### config.mk
export PLATFORM = sky130hd
export DESIGN_NAME = zbt_bank_arbiter
export DESIGN_NICKNAME = d
export VERILOG_FILES = /design/src/rtl/zbt_bank_arbiter.sv
export SDC_FILE = /design/constraint.sdc
export NUM_CORES = 1
export LEC_CHECK = 0
export CAP_MARGIN = 20
export CORE_AREA = 2 2 117 119
export DETAILED_ROUTE_END_ITERATION = 12
export DIE_AREA = 0 0 119 121
export PLACE_DENSITY = 0.68
export SLEW_MARGIN = 25
export SYNTH_ARGS = -nofsm -noshare
export SYNTH_HDL_FRONTEND = slang
export SYNTH_SLANG_ARGS = --single-unit
### constraint.sdc
create_clock -name clk -period 1.22 [get_ports clk]
set_input_delay 0.122 -clock clk [delete_from_list [all_inputs] [get_ports clk]]
set_output_delay 0.122 -clock clk [all_outputs]
set_load 0.005 [all_outputs]
### src/rtl/zbt_bank_arbiter.sv
// ---------------------------------------------------------------------------
// zbt_bank_arbiter
//
// Shares one ZBT SRAM bank between a write requester (color-reduced pixel
// pairs) and a read requester (display fetch). At most one access is issued
// per cycle. Address and write enable are registered onto the bank. Write
// data is re-timed to the ZBT data-after-address pipeline. Returning read
// data is flagged on the cycle it is valid.
//
// Reads have priority. When ZBT_ARB_STARVE_EN is defined, a starvation
// counter forces a write grant after MAX_RD_BURST consecutive read grants
// while a write is waiting. When it is undefined, pure read priority applies.
//
// Parameters
//   MAX_RD_BURST    read grants allowed while a write waits (1..255);
//                   used only with ZBT_ARB_STARVE_EN
//
// Ports
//   clk             system (pixel) clock
//   reset           synchronous, active-high reset
//   wr_valid        write request
//   wr_addr[18:0]   write address
//   wr_data[35:0]   two-pixel write word
//   wr_ready        write accepted this cycle (combinational)
//   rd_valid        read request
//   rd_addr[18:0]   read address
//   rd_ready        read accepted this cycle (combinational)
//   rd_data[35:0]   read word, straight from zbt_read_data
//   rd_data_valid   rd_data is the word for the read accepted 3 cycles ago
//   zbt_addr[18:0]  bank address, registered
//   zbt_we          bank write enable, registered, active-high
//   zbt_write_data  bank write data, registered, 2 cycles after its address
//   zbt_read_data   bank read data, 2 cycles after its address
// ---------------------------------------------------------------------------
module zbt_bank_arbiter #(
    parameter int MAX_RD_BURST = 8
) (
    input  logic        clk,
    input  logic        reset,

    input  logic        wr_valid,
    input  logic [18:0] wr_addr,
    input  logic [35:0] wr_data,
    output logic        wr_ready,

    input  logic        rd_valid,
    input  logic [18:0] rd_addr,
    output logic        rd_ready,
    output logic [35:0] rd_data,
    output logic        rd_data_valid,

    output logic [18:0] zbt_addr,
    output logic        zbt_we,
    output logic [35:0] zbt_write_data,
    input  logic [35:0] zbt_read_data
);

    logic rd_grant;
    logic wr_grant;
    logic force_wr;

    // ------------------------------------------------------------------
    // Arbitration: reads win unless the starvation guard forces a write.
    // The two grants are mutually exclusive by construction.
    // ------------------------------------------------------------------
    assign rd_ready = rd_valid && !force_wr;
    assign wr_ready = wr_valid && (!rd_valid || force_wr);

    assign rd_grant = rd_ready;
    assign wr_grant = wr_ready;

`ifdef ZBT_ARB_STARVE_EN
    localparam logic [7:0] MAX_CNT = 8'(MAX_RD_BURST);

    logic [7:0] starve_cnt;

    // Counts read grants taken while a write is waiting. It can never pass
    // MAX_CNT: at MAX_CNT the pending write is forced, which clears it.
    always_ff @(posedge clk) begin
        if (reset) begin
            starve_cnt <= 8'd0;
        end else if (!wr_valid || wr_grant) begin
            starve_cnt <= 8'd0;
        end else if (rd_grant) begin
            starve_cnt <= starve_cnt + 8'd1;
        end
    end

    assign force_wr = (starve_cnt == MAX_CNT);
`else
    logic [31:0] unused_max_rd_burst;

    assign unused_max_rd_burst = 32'(MAX_RD_BURST);
    assign force_wr            = 1'b0;
`endif

    // ------------------------------------------------------------------
    // Bank address / write enable, one cycle after the grant. On an idle
    // cycle the address is left where it was and WE drops.
    // ------------------------------------------------------------------
    always_ff @(posedge clk) begin
        if (reset) begin
            zbt_addr <= 19'd0;
            zbt_we   <= 1'b0;
        end else begin
            zbt_we <= wr_grant;
            if (rd_grant) begin
                zbt_addr <= rd_addr;
            end else if (wr_grant) begin
                zbt_addr <= wr_addr;
            end
        end
    end

    // ------------------------------------------------------------------
    // Write data re-timing: grant at t -> stage 1 at t+1 -> stage 2 at t+2
    // -> bank data at t+3, i.e. two cycles behind its address. Stage 1 only
    // loads on a write grant, so a write's word still lines up when other
    // slots (reads, idles) sit between writes.
    // ------------------------------------------------------------------
    logic [35:0] wr_data_s1;
    logic [35:0] wr_data_s2;

    always_ff @(posedge clk) begin
        if (reset) begin
            wr_data_s1     <= 36'd0;
            wr_data_s2     <= 36'd0;
            zbt_write_data <= 36'd0;
        end else begin
            if (wr_grant) begin
                wr_data_s1 <= wr_data;
            end
            wr_data_s2     <= wr_data_s1;
            zbt_write_data <= wr_data_s2;
        end
    end

    // ------------------------------------------------------------------
    // Read tag pipeline: one tag per read grant, two stages deep, then the
    // registered valid flag lands on t+3 alongside the bank's read data.
    // Reset clears every stage, so in-flight reads never report.
    // ------------------------------------------------------------------
    logic [1:0] rd_tag;

    always_ff @(posedge clk) begin
        if (reset) begin
            rd_tag        <= 2'b00;
            rd_data_valid <= 1'b0;
        end else begin
            rd_tag        <= {rd_tag[0], rd_grant};
            rd_data_valid <= rd_tag[1];
        end
    end

    assign rd_data = zbt_read_data;

endmodule
==> flow_metrics.tcl, run 1 <==
set metrics [dict create \
    outcome "finished, final reports clean" \
    drc_errors 0 \
    power_frac_comb 0.077 \
    whs_ns 0.0643 \
    io_pins 209 \
    first_pass_iters 4 \
    critical_path.cell_chain "dlygate4sd2_1" \
    core_mm2 0.0131 \
    synth_top_family_by_area "simple AND/OR/NAND/NOR gates" \
    start_util 0.342 \
    synthSimpleGateAreaFrac 0.183 \
    slew_headroom 0.723 \
    final_common_cell "dfxtp_1" \
    skew_ns 0.00406 \
    internal_power_mw 7.98 \
    critPathArrivalTime_ns 1.00 \
    grt_pass1_vias 3003 \
    p_per_area_mw_per_mm2 1620 \
    switching_power_mw 2.17 \
    fin_util 0.480 \
    critPathBufInv 1 \
    critical_path_required_ns 1.10 \
    cts-buffers-inserted 17 \
    ant_nets 0 \
    layout_common_cells "128 x dfxtp_1, 75 x nor2b_1, 74 x clkdlybuf4s50_1, 72 x nand2_1, 60 x dlygate4sd2_1" \
    finalHoldViolCount 0 \
    numClockSinks 131 \
    crit_path_max_fanout 2 \
    worst_pin_slew_ns 0.416 \
    end_kind "primary output" \
    drive_gt1_frac 0.120 \
    cts_max_level 4 \
    slowest_delay_ns 0.34 \
    cp_slowest_cell "dfxtp_1" \
    rsz0062_at_grt "no" \
    wl_per_cell_um 12.4 \
    leakagePower_nw 2.75 \
    synth.top_cell.area_share 0.586 \
    nNetsFinal 655 \
    drv_cap 0 \
    antenna_found_initial 0 \
    netSwitchingFraction 0.214 \
    max-vdd-ir-drop_mv 0.666 \
    grt_max_degree 48 \
    synth_area_leaders "dfxtp_1 59%, nor2b_1 10%, buf_4 6.7%" \
    syn_inst 436 \
    grt_pass1_wl_um 14500 \
    muxShareOfSynthArea 0.0987 \
    syn_nets 550 \
    finish.instance_area_mm2 0.00628 \
    sequentialPowerShare 0.443 \
    yosys.area_share.xor_xnor 0 \
    cts.clk_slew.worst_paths_ns 0.06 \
    final_cells 728 \
    grt_overflow 0 \
    yosys.area.top_type "dfxtp_1" \
    synth_adder_area_share 0 \
    maxSlewViolCount 0 \
    via_per_inst 4.19 \
    clockBufferDepth 2 \
    ys_seq_area_frac 0.586 \
    regToRegSetupSlack_ns 0.34 \
    nFillCells 1200 \
    setup_slack_ns 0.100 \
    dpl.hpwl_um 6190 \
    fp.dieW_um 119 \
    fin_crit_ns 1.12 \
    synth_area_mm2 0.00448 \
    clock.fmax_mhz 893 \
    wl_um 9000 \
    setup_viol 0 \
    hold_buffers 0 \
    clk_latency_ns 0.40 \
    cts_tree "done" \
    die-area_mm2 0.0144 \
    insertedDiodeCount 0 \
    vias 3047 \
    startpoint_type "register" \
    ctsRootBufferMaster "clkbuf_16" \
    synth-seq-cells 131 \
    hp-class "primary input to register" \
    power_mw 10.1 \
    ys_types 15 \
    die_h_um 121 \
    dr.first_iter.drc_count 171 \
    avgSynthCellArea_um2 10.3 \
    synth_warnings 0 \
    place_ws_ns -0.364 \
    grt_usage 0.130 \
    placed_area_mm2 0.00576 \
    rows 42 \
    clkPwrFrac 0.479 \
    setup_tns_ns 0 \
    worstSetupPathType "register to primary output" \
    gp_congestion 0.683 \
    dpl.cell_count 697 \
    period_share 0.918 \
    synth-compound-area-share 0.0403 \
    syn_to_final_growth_pct 40.2 \
    critPathTopFamily "flip-flops" \
    io_buffers 136 \
]
-- path summary, 6_finish.rpt --
path,start,cells after the start,end
setup reg to reg,zbt_addr[0],3,zbt_addr[0]
hold reg to reg,wr_data_s2[5],1,zbt_write_data[5]
setup / recovery,zbt_addr[4],1,zbt_addr[4]
hold / removal,reset,2,zbt_write_data[13]
-- cells by family after synthesis --
family | after synthesis
simple gates | 168
flops | 131
buf+inv | 63
mux | 38
compound gates | 36
-- flip-flops by register name (all words and copies together), names as in the netlist --
signal / count
rd_data_valid: 1
wr_data_s2: 36
rd_tag: 2
zbt_write_data: 36
zbt_we: 1
zbt_addr: 19
wr_data_s1: 36
-- layout make-up --
cell class,instances,area (um^2),share of cell area
clock buffer,19,443,0.0706
clock inverter,11,131,0.0209
inverter,1,3.75,0.000598
multi-input combinational,242,1450,0.231
sequential,131,2630,0.418
tap,176,220,0.0351
timing repair buffer,148,1400,0.223
-- synth_stat cells --
library cell  instances
buf_2                 7
clkbuf_1             11
buf_1                 2
dfxtp_1             131
buf_6                 2
buf_4                40
nor2_1               20
nor2b_1              75
mux2i_1              19
mux2_4               10
nand2_1              72
mux2_2                9
nand2b_1              1
a21oi_1              36
inv_2                 1
-- timing repair --
| item | 4_1_cts | 5_1_grt |
|---|---|---|
| endpoints found under the setup margin | 59 | 1 |
| gates resized for setup | 64 | 1 |
| cloned | 0 | 0 |
| pin swaps | 0 | 0 |
| setup buffers | 1 | 0 |
-- power by group through the flow --
stage          Clock [mW]  Sequential, mW  Combinational (mW)
3_3_place_gp            0            4.58               0.820
6_report             4.86            4.50               0.785
2_1_floorplan           0            4.58               0.459
3_5_place_dp            0            4.59               0.839
4_1_cts              5.00            4.50               0.799
5_1_grt              5.20            4.51               0.859
-- layer usage --
layer,GRT usage,wire length (um),vias up
met5,0,0,-
li1,-,-,1544
met4,0.0580,148,0
met2,0.206,4130,148
met1,0.148,3940,1336
met3,0.0644,779,19
(Power assumes the default switching activity.)
==> inputs of run 2 (changes only) <==
--- a/config.mk
+++ b/config.mk
@@ -9,7 +9,7 @@
 export CORE_AREA = 2 2 117 119
 export DETAILED_ROUTE_END_ITERATION = 12
 export DIE_AREA = 0 0 119 121
-export PLACE_DENSITY = 0.68
+export DONT_BUFFER_PORTS = 1
 export SLEW_MARGIN = 25
 export SYNTH_ARGS = -nofsm -noshare
 export SYNTH_HDL_FRONTEND = slang
==> constraint.sdc (replaced) <==
create_clock -name clk -period 1.3 [get_ports clk]
set_input_delay 0.13 -clock clk [delete_from_list [all_inputs] [get_ports clk]]
set_output_delay 0.13 -clock clk [all_outputs]
set_load 0.005 [all_outputs]
==> run 2 against run 1 <==
Sequential cell count did not move; global-route usage rose by 0.24 points; final area fell by 3.0%; critical endpoint is now wr_data_s1[21]; the flow now finishes with violations (hold timing); die area did not move; critical path depth rose by 2.
==> flow_metrics.tcl, run 2 (same netlist as run 1, synthesis figures left out) <==
set metrics [dict create \
    outcome "finished with violations" \
    grt_usage 0.133 \
    vias 3057 \
    slew_headroom 0.813 \
    io_buffers 0 \
    antenna_found_initial 0 \
    first_pass_iters 4 \
    violations "hold timing" \
    fin_util 0.465 \
    insertedDiodeCount 0 \
    grt_max_degree 78 \
    dpl.hpwl_um 5450 \
    io_pins 209 \
    ant_nets 0 \
    cts_max_level 4 \
    cts_tree "done" \
    place_ws_ns 0.404 \
    ctsRootBufferMaster "clkbuf_16" \
    power_mw 9.74 \
    clockBufferDepth 2 \
    grt_pass1_vias 2989 \
    rsz0062_at_grt "no" \
    cts.clk_slew.worst_paths_ns 0.06 \
    critPathArrivalTime_ns 1.50 \
    hold_start "wr_addr[10]" \
    max-vdd-ir-drop_mv 0.709 \
    post-cts-setup-buffers 0 \
    skew_ns 0.00491 \
    critical_path_required_ns 1.65 \
    maxSlewViolCount 0 \
    cp-startpoint "wr_data_s1[21]" \
    dr.first_iter.drc_count 141 \
    fin_crit_ns 1.15 \
    period_share 0.887 \
    die-area_mm2 0.0144 \
    nFillCells 1206 \
    grt_overflow 0 \
    rows 42 \
    whs_ns -0.00594 \
    crit-reg2reg-launch "wr_data_s1[21]" \
    grt_pass1_wl_um 14600 \
    fp.dieW_um 119 \
    hp-class "primary input to register" \
    setup_viol 0 \
    p_per_area_mw_per_mm2 1600 \
    crit_path_max_fanout 2 \
    leakagePower_nw 2.63 \
    worst_pin_slew_ns 0.280 \
    startpoint_type "register" \
    drv_cap 0 \
    cts-buffers-inserted 17 \
    start_util 0.342 \
    finalHoldViolCount 1 \
    core_mm2 0.0131 \
    drc_errors 0 \
    layout_common_cells "131 x dfxtp_1, 108 x dlygate4sd3_1, 75 x nor2b_1, 72 x nand2_1, 36 x a21oi_1" \
    drive_gt1_frac 0.110 \
    final_common_cell "dfxtp_1" \
    worstSetupPathType "register to register" \
    end_kind "register" \
    syn_to_final_growth_pct 36.1 \
    clk_latency_ns 0.40 \
    setup_tns_ns 0 \
    gp_congestion 0.733 \
    wl_per_cell_um 13.8 \
    numClockSinks 131 \
    wl_um 9600 \
    clock.fmax_mhz 867 \
    top_regs "wr_data_s1 x36, wr_data_s2 x36, zbt_write_data x36" \
    die_h_um 121 \
    setup_slack_ns 0.146 \
    via_per_inst 4.39 \
    nNetsFinal 621 \
]
-- run 2: power breakdown --
part | internal (mW) | switching [mW] | total, mW
clock network | 3.27 | 1.70 | 4.97
registers | 4.17 | 0.0730 | 4.24
logic | 0.339 | 0.193 | 0.533
total | 7.77 | 1.97 | 9.74
-- run 2: final timing paths --
| kind | end | slack [ns] | depth (start not counted) |
|---|---|---|---|
| setup / recovery | wr_data_s1[21] | 0.15 | 3 |
| hold / removal | zbt_addr[10] | -0.006 | 3 |
| setup reg to reg | wr_data_s1[21] | 0.15 | 3 |
| hold reg to reg | zbt_write_data[8] | 0.44 | 1 |
-- run 2: final cells by class --
cell class                 instances  area, um^2  share of cell area
sequential                       131        2620               0.431
tap                              176         220              0.0362
timing repair buffer             114        1170               0.192
clock buffer                      20         447              0.0734
clock inverter                    12         180              0.0296
multi-input combinational        242        1450               0.237
inverter                           1        3.75            0.000616
-- run 2: through the flow --
stage / cell area (um^2) / std cells
final: 6090 / 696
after CTS: 6060 / 694
after global routing: 6090 / 696
after floorplan: 4480 / 436
after detailed placement: 4330 / 554
after global placement: 4330 / 554
-- run 2: timing repair --
action	in CTS	in global routing
hold endpoints to repair	131	19
resized for setup	0	0
hold buffers	108	2
setup endpoints to repair	0	0
-- run 2: critical path, cell delays in order (launching register included) --
cell and delay, ns:
dfxtp_1 0.32, nand2_1 0.05, a21oi_1 0.17, dlygate4sd3_1 0.56
-- run 2: metal layers --
layer,wire length [um],track usage,share of wire,up-vias
li1,-,-,-,1481
met1,3720,0.133,0.39,1406
met2,4920,0.236,0.51,146
met3,803,0.0616,0.084,24
met4,162,0.0565,0.017,0
met5,0,0,0,-
